$ cat src/rtl/hazard_scoreboard.sv
// Stall and bypass control for a 5-stage pipeline, driven by the decoder's Tuse/Tnew hints.
// Shadow records for E/M/W carry only the fields that the stall and bypass decisions read.
module hazard_scoreboard #(
    parameter int REG_W = 5,
    parameter int T_W   = 3,
    parameter int CNT_W = 32
) (
    input  logic             clk,
    input  logic             reset,
    input  logic             d_valid,
    input  logic [REG_W-1:0] d_rs,
    input  logic [REG_W-1:0] d_rt,
    input  logic [T_W-1:0]   d_rs_tuse,
    input  logic [T_W-1:0]   d_rt_tuse,
    input  logic [T_W-1:0]   d_tnew,
    input  logic             d_wr,
    input  logic [REG_W-1:0] d_dst,
    output logic             stall,
    output logic [1:0]       fwd_rs_d,
    output logic [1:0]       fwd_rt_d,
    output logic [1:0]       fwd_rs_e,
    output logic [1:0]       fwd_rt_e,
    output logic [1:0]       fwd_rt_m,
    output logic [CNT_W-1:0] stall_cnt
);

    localparam logic [T_W-1:0] TUSE_NONE = '1;

    logic             e_wr_q, e_wr_d;
    logic [REG_W-1:0] e_dst_q, e_dst_d, e_rs_q, e_rs_d, e_rt_q, e_rt_d;
    logic [T_W-1:0]   e_tnew_q, e_tnew_d;
    logic             m_wr_q, m_wr_d;
    logic [REG_W-1:0] m_dst_q, m_dst_d, m_rt_q, m_rt_d;
    logic [T_W-1:0]   m_tnew_q, m_tnew_d;
    logic             w_wr_q, w_wr_d;
    logic [REG_W-1:0] w_dst_q, w_dst_d;
    logic [CNT_W-1:0] stall_cnt_q, stall_cnt_d;

    logic e_live, m_live, w_live;

    assign e_live = e_wr_q && (e_dst_q != '0);
    assign m_live = m_wr_q && (m_dst_q != '0);
    assign w_live = w_wr_q && (w_dst_q != '0);

    function automatic logic [T_W-1:0] sat_dec(input logic [T_W-1:0] x);
        return (x != '0) ? x - 1'b1 : '0;
    endfunction

    // Only the youngest matching writer counts; an older copy of the same register is stale.
    function automatic logic src_hazard(input logic [REG_W-1:0] src, input logic [T_W-1:0] tuse);
        if (!d_valid || tuse == TUSE_NONE || src == '0) return 1'b0;
        if (e_live && e_dst_q == src) return e_tnew_q > tuse;
        if (m_live && m_dst_q == src) return m_tnew_q > tuse;
        return 1'b0;
    endfunction

    function automatic logic [1:0] sel_d(input logic [REG_W-1:0] src);
        if (e_live && e_dst_q == src) return (e_tnew_q == '0) ? 2'd1 : 2'd0;
        if (m_live && m_dst_q == src) return (m_tnew_q == '0) ? 2'd2 : 2'd0;
        if (w_live && w_dst_q == src) return 2'd3;
        return 2'd0;
    endfunction

    function automatic logic [1:0] sel_e(input logic [REG_W-1:0] src);
        if (m_live && m_dst_q == src) return (m_tnew_q == '0) ? 2'd2 : 2'd0;
        if (w_live && w_dst_q == src) return 2'd3;
        return 2'd0;
    endfunction

    function automatic logic [1:0] sel_m(input logic [REG_W-1:0] src);
        return (w_live && w_dst_q == src) ? 2'd3 : 2'd0;
    endfunction

    always_comb begin
        stall    = src_hazard(d_rs, d_rs_tuse) | src_hazard(d_rt, d_rt_tuse);
        fwd_rs_d = sel_d(d_rs);
        fwd_rt_d = sel_d(d_rt);
        fwd_rs_e = sel_e(e_rs_q);
        fwd_rt_e = sel_e(e_rt_q);
        fwd_rt_m = sel_m(m_rt_q);
    end

    assign stall_cnt = stall_cnt_q;

    // W is always forwardable, so its remaining latency is not stored.
    always_comb begin
        w_wr_d   = m_wr_q;
        w_dst_d  = m_dst_q;
        m_wr_d   = e_wr_q;
        m_dst_d  = e_dst_q;
        m_rt_d   = e_rt_q;
        m_tnew_d = sat_dec(e_tnew_q);
        e_wr_d   = 1'b0;
        e_dst_d  = '0;
        e_rs_d   = '0;
        e_rt_d   = '0;
        e_tnew_d = '0;
        if (d_valid && !stall) begin
            e_wr_d   = d_wr;
            e_dst_d  = d_dst;
            e_rs_d   = d_rs;
            e_rt_d   = d_rt;
            e_tnew_d = sat_dec(d_tnew);
        end
        stall_cnt_d = stall ? stall_cnt_q + 1'b1 : stall_cnt_q;
    end

    always_ff @(posedge clk or posedge reset) begin
        if (reset) begin
            e_wr_q      <= 1'b0;
            e_dst_q     <= '0;
            e_rs_q      <= '0;
            e_rt_q      <= '0;
            e_tnew_q    <= '0;
            m_wr_q      <= 1'b0;
            m_dst_q     <= '0;
            m_rt_q      <= '0;
            m_tnew_q    <= '0;
            w_wr_q      <= 1'b0;
            w_dst_q     <= '0;
            stall_cnt_q <= '0;
        end else begin
            e_wr_q      <= e_wr_d;
            e_dst_q     <= e_dst_d;
            e_rs_q      <= e_rs_d;
            e_rt_q      <= e_rt_d;
            e_tnew_q    <= e_tnew_d;
            m_wr_q      <= m_wr_d;
            m_dst_q     <= m_dst_d;
            m_rt_q      <= m_rt_d;
            m_tnew_q    <= m_tnew_d;
            w_wr_q      <= w_wr_d;
            w_dst_q     <= w_dst_d;
            stall_cnt_q <= stall_cnt_d;
        end
    end

endmodule

$ cat config.mk
export PLATFORM = sky130hd
export DESIGN_NAME = hazard_scoreboard
export DESIGN_NICKNAME = d
export VERILOG_FILES = /design/src/rtl/hazard_scoreboard.sv
export SDC_FILE = /design/constraint.sdc
export NUM_CORES = 1
export LEC_CHECK = 0
export ABC_CLOCK_PERIOD_IN_PS = 3350
export BUFFER_PORTS_ARGS = -buffer_cell sky130_fd_sc_hd__buf_2
export CAP_MARGIN = 10
export CORE_ASPECT_RATIO = 1.75
export CORE_MARGIN = 10
export CORE_UTILIZATION = 50
export CTS_BUF_LIST = sky130_fd_sc_hd__clkbuf_4
export DETAILED_ROUTE_END_ITERATION = 12
export PLACE_DENSITY = 0.78
export SYNTH_ARGS = -nofsm -noshare
export SYNTH_HDL_FRONTEND = slang
export SYNTH_SLANG_ARGS = --single-unit
$ cat constraint.sdc
create_clock -name clk -period 3.35 [get_ports clk]
set_input_delay 0.335 -clock clk [delete_from_list [all_inputs] [get_ports clk]]
set_output_delay 0.335 -clock clk [all_outputs]
set_load 0.05 [all_outputs]
==> results of run 1 <==
-- worst max-delay path, cell delays in order (launching register included) --
cell     delay (ps)
dfrtp_1         540
or4_1           160
o21ai_0         130
buf_4           190
or4_1           550
nor4_1          290
a21oi_1          80
nor2_1          160
buf_2           290
-- layout by cell type (no fill, tap or decap), types with 4 or more instances in the layout --
| cell type | instances |
|---|---|
| clkbuf_4 | 10 |
| xor2_1 | 25 |
| buf_4 | 4 |
| nand3_1 | 24 |
| o21ai_0 | 4 |
| or4_1 | 6 |
| and2_1 | 18 |
| nor4_1 | 6 |
| buf_2 | 70 |
| xnor2_1 | 61 |
| ha_1 | 17 |
| nand4_1 | 18 |
| nand2_1 | 11 |
| inv_1 | 13 |
| nor3_1 | 4 |
| nor2_1 | 9 |
| dfrtp_1 | 71 |
| and3_1 | 13 |
| nor4_2 | 4 |
-- kinds of logic after synthesis --
kind of cell / share of synthesized area, %
xor gates and xnor gates: 19.2
buffers and inverters: 4.59
muxes: 0.861
adders and majority gates: 5.42
AOI/OAI and AO/OA: 4.49
and+or+nand+nor: 20.2
DFF: 45.3
-- routing by layer --
layer	vias to the layer above	GRT usage, %	share of wire, %
met4	0	7.05	2.9
met2	85	29.3	54
met3	24	5.91	6.3
met1	1416	16.1	36
met5	-	0	0
li1	1355	-	-
-- repair_timing --
item,4_1_cts,5_1_grt
setup buffers,0,0
hold buffers,1,0
endpoints found under the hold margin,23,0
-- power groups by stage --
stage                     sequential, W  clock (W)  combinational [W]
final                          0.000921   0.000414           0.000226
after global routing           0.000927   0.000472           0.000253
after CTS                      0.000922   0.000431           0.000230
after detailed placement       0.000939          0           0.000228
after global placement         0.000938          0           0.000221
after floorplan                0.000930          0           0.000164
-- final cells by class --
cell class	count	area, um2
Tap cell	88	110
Timing Repair Buffer	75	390
Clock inverter	3	13.8
Inverter	14	52.6
Fill cell	642	3220
Sequential cell	71	1780
Clock buffer	10	75.1
Multi-Input combinational cell	252	1980
-- flip-flops by register name, indices dropped and copies added (netlist names) --
register	flops
e_dst_q	5
m_rt_q	5
e_wr_q	1
e_rs_q	5
m_dst_q	5
e_tnew_q	3
stall_cnt	32
m_wr_q	1
e_rt_q	5
w_dst_q	5
m_tnew_q	3
w_wr_q	1
-- worst paths after layout --
kind	from	end	slack [ps]	cells after the start
max	w_dst_q[4]$_DFF_PP0_	fwd_rs_d[1]	220	8
min	d_tnew[0]	e_tnew_q[0]$_DFF_PP0_	110	2
max reg2reg	e_dst_q[0]$_DFF_PP0_	stall_cnt[21]$_DFFE_PP0P_	620	8
min reg2reg	e_wr_q$_DFF_PP0_	m_wr_q$_DFF_PP0_	420	0
max in group asynchronous	reset	m_rt_q[2]$_DFF_PP0_	1880	4
min in group asynchronous	reset	stall_cnt[9]$_DFFE_PP0P_	480	3
-- metrics by stage --
| step | power [W] | worst slack [ps] | area (um2) |
|---|---|---|---|
| floorplan | 0.00109 | 60.8 | 3940 |
| global placement | 0.00116 | 600 | 4300 |
| detailed placement | 0.00117 | 545 | 4300 |
| CTS | 0.00158 | 190 | 4400 |
| global route | 0.00165 | 17.3 | 4400 |
| finish | 0.00156 | 223 | 4400 |
==> flow_summary_export.csv, run 1 <==
group,metric,value,unit
drt,drt-total-wl,9.12,mm
place,port-buffer-count,70,
timing,finalHoldViolCount,0,
floorplan,die-area,11900,um2
place,routabilityCongestion,0.952,
clock_tree,numCtsBuffers,9,
setup_path,critPathKind,"reg2out",
layout,drive_gt1_share,24.9,%
global_route,antenna_found_initial,0,
yosys,yosysMostFrequentCell,"dfrtp_1",
global_route,grt_max_degree,49,
yosys,synthArstFlopShare,100,%
setup_path,cp.arrival,2790,ps
floorplan,rows,42,
layout,finalNetCount,468,
timing,finalCritPeriodShare,93.3,%
timing,skew,14.1,ps
power,seqPwrFrac,59.0,%
floorplan,start_util,51.5,%
yosys,ys_ff_latch,71,
drt,ant_nets,0,
layout,postLayoutCoreUtil,57.7,%
power,p_sw_share,28.2,%
drt,wl_per_cell,17.8,um
drt,via_count,2880,
place,dp_cells,499,
clock_tree,worst_skew_pair.late_latency,420,ps
yosys,ys_top_cells_by_area,"dfrtp_1 45%, xnor2_1 14%, xor2_1 5.6%",
timing,period_needed,3130,ps
power,power.switching,0.000440,W
power,power_leakage,2.18,nW
yosys,synth_ff_type,"dfrtp_1",
yosys,synth_common_cells,"71 x dfrtp_1, 61 x xnor2_1, 25 x xor2_1",
min_path,hp-class,"in2reg",
place,dp_hpwl,7.26,mm
timing,whs,109,ps
yosys,synth.cell_area,3930,um2
layout,stdcell_count,513,
yosys,netlist.area_leader.share,45.3,%
setup_path,cp.required,3010,ps
floorplan,io_pins,71,
timing,slew_headroom,50.6,%
power,p_comb_share,14.5,%
layout,antenna_cells,0,
timing,slew_violations,0,
clock_tree,cts_num_sinks,71,
drt,drtIter0Drc,128,
yosys,synth_cells,355,
yosys,synth_warnings,0,
power,p_int,0.00112,W
setup_path,crit_path_end_kind,"output pin",
yosys,syn_avg_cell_area,11.1,um2
outcome,status,"finished clean",
power,power.share.clock,26.5,%
global_route,gr-total-overflow,0,
clock_tree,cts_root_buf,"clkbuf_4",
timing,fmax,0.320,GHz
timing,setup_viol,0,
floorplan,die_y,137,um
clock_tree,tritoncts,"done",
yosys,yosysSeqAreaShare,45.3,%
layout,area_delta_synth_final,12.1,%
floorplan,core_region_area,7620,um2
clock_tree,clk_pin_slew_worst_paths,110,ps
timing,fin_setup_tns,0,ps
setup_path,critPathLaunchType,"register",
clock_tree,clockBufferDepth,2,
drt,via_per_inst,5.61,
timing,rsz0062_at_grt,"false",
global_route,grt_pass1_wl,15.4,mm
yosys,synth.distinct_cells,43,
power,power_density,355,nW/um2
yosys,syn-num-nets,400,
timing,tightest_slew,734,ps
global_route,grt.total_usage,16.3,%
yosys,synth_top_area_cell,"dfrtp_1",
clock_tree,cts_max_level,3,
clock_tree,cts_resized,0,
job,drv_cap,0,
setup_path,crit_fanout,6,
floorplan,die_w,87.0,um
yosys,synth_edf_count,0,
drt,first_pass_iters,4,
drt,drc,0,
global_route,first_global_vias,3258,
power,vdd_drop_max,0.000256,V
No activity file was read; power rests on OpenSTA's default activity.
==> inputs of run 2 (changes only) <==
Settings changed: ABC_CLOCK_PERIOD_IN_PS 3350 to 2800, PLACE_DENSITY 0.78 to 0.81.
Clock period 3.35 ns to 2.8 ns, I/O delays scaled along.
==> flow_summary_export.csv, run 2 (synthesis gave the netlist of run 1 again) <==
group,metric,value,unit
outcome,status,"finished clean",
job,drv_cap,0,
layout,finalNetCount,486,
timing,finalHoldViolCount,0,
layout,largest_reg_flops,32,
power,vdd_drop_max,0.000280,V
place,dp_hpwl,7.46,mm
place,routabilityCongestion,1.02,
floorplan,core_region_area,7620,um2
clock_tree,cts_num_sinks,71,
min_path,hp-class,"in2reg",
timing,fin_setup_tns,0,ps
drt,via_per_inst,5.73,
layout,antenna_cells,0,
timing,whs,45.0,ps
timing,slew_headroom,47.7,%
setup_path,cp.arrival,2470,ps
global_route,grt_pass1_wl,16.0,mm
drt,ant_nets,0,
layout,layout.cells.most_common_list,"63 x buf_2, 62 x dfrtp_1, 61 x xnor2_1, 25 x xor2_1",
setup_path,cp_cell_sequence,"or4_4 -> o21ai_4 -> buf_4 -> nor4_2 -> nor4_4 -> a21o_1 -> clkbuf_4",
floorplan,die_y,137,um
clock_tree,clockBufferDepth,2,
timing,finalCritPeriodShare,98.1,%
floorplan,die-area,11900,um2
setup_path,critPathKind,"reg2out",
floorplan,die_w,87.0,um
floorplan,io_pins,71,
setup_path,critPathLaunchType,"register",
setup_path,crit_fanout,3,
timing,tightest_slew,784,ps
clock_tree,cts_root_buf,"clkbuf_4",
timing,fmax,0.364,GHz
timing,period_needed,2750,ps
drt,wl_per_cell,18.8,um
power,power_leakage,2.30,nW
layout,drive_gt1_share,31.5,%
setup_path,crit_slowest_cell,"or4_4",
layout,area_delta_synth_final,19.9,%
layout,stdcell_count,533,
clock_tree,clk_pin_slew_worst_paths,120,ps
timing,rsz0062_at_grt,"true",
drt,drtIter0Drc,150,
drt,drc,0,
layout,postLayoutCoreUtil,61.8,%
place,port-buffer-count,70,
setup_path,cpPeakStageDelay,540,ps
floorplan,start_util,51.5,%
drt,via_count,3052,
floorplan,rows,42,
global_route,first_global_vias,3291,
place,dp_cells,501,
clock_tree,numCtsBuffers,9,
setup_path,crit_path_end_kind,"output pin",
setup_path,cp.required,2520,ps
global_route,antenna_found_initial,0,
layout,final_common_cell,"buf_2",
clock_tree,worst_skew_pair.late_latency,420,ps
drt,drt-total-wl,10.0,mm
timing,setup_viol,0,
global_route,grt.total_usage,17.3,%
global_route,grt_max_degree,39,
drt,first_pass_iters,4,
global_route,gr-total-overflow,0,
clock_tree,tritoncts,"done",
clock_tree,cts_max_level,3,
timing,skew,16.8,ps
timing,slew_violations,0,
power,power_density,453,nW/um2
## run 2: what timing repair did
| action | in CTS | in global routing |
|---|---|---|
| endpoints found under the setup margin | 7 | 9 |
| gates resized for setup | 17 | 11 |
| buffers inserted | 11 | 5 |
| pin swaps | 4 | 5 |
| endpoints found under the hold margin | 11 | 0 |
| cloned | 0 | 0 |
| hold buffers | 1 | 0 |
## run 2: path summary, 6_finish.rpt
| check | from | slack, ps | cells after the start | end |
|---|---|---|---|---|
| max in group asynchronous | reset | 1590 | 4 | w_dst_q[1]$_DFF_PP0_ |
| worst max register to register | m_dst_q[1]$_DFF_PP0_ | 210 | 10 | stall_cnt[23]$_DFFE_PP0P_ |
| worst min register to register | e_rt_q[2]$_DFF_PP0_ | 440 | 0 | m_rt_q[2]$_DFF_PP0_ |
| worst max-delay path | m_dst_q[1]$_DFF_PP0_ | 50 | 7 | fwd_rt_e[1] |
| min in group asynchronous | reset | 530 | 3 | stall_cnt[9]$_DFFE_PP0P_ |
| worst min-delay path | d_tnew[0] | 40 | 2 | e_tnew_q[0]$_DFF_PP0_ |
## run 2: metal layers
layer | share of wire, % | wire length (um) | up-vias | GRT usage [%]
li1 | - | - | 1397 | -
met1 | 35 | 3470 | 1479 | 16.8
met2 | 54 | 5430 | 132 | 31.0
met3 | 5.5 | 553 | 44 | 4.73
met4 | 5.3 | 533 | 0 | 10.8
met5 | 0 | 0 | - | 0
## run 2: stage by stage
stage                     total power [W]  setup WS, ps  cell area, um2
after floorplan                   0.00131          -246            3950
after global placement            0.00139           205            4340
after detailed placement          0.00140           182            4340
after CTS                         0.00214          15.8            4630
after global routing              0.00222         -21.7            4710
final                             0.00213          54.1            4710
## run 2: report_power, final
group | total (W) | leakage, nW | switching (W) | internal, W
combinational | 0.000317 | 1.28 | 0.000187 | 0.000130
sequential | 0.00110 | 0.939 | 0.0000376 | 0.00106
clock | 0.000716 | 0.0798 | 0.000360 | 0.000356
## run 2: final cells by class
class                      instances  area (um2)
clock buffer                       9        67.6
clock inverter                     6        85.1
fill                             614        2910
inverter                          14        52.6
multi-input combinational        252        2040
sequential                        71        1790
tap                               88         110
timing repair buffer              93         567
## run 2: worst max-delay path, delay by kind of cell, from the launching register on
family	cells	cell delay, ps
AO/OA/AOI/OAI	2	330
buffers and inverters	2	380
flip-flops	1	440
AND/OR/NAND/NOR	3	900
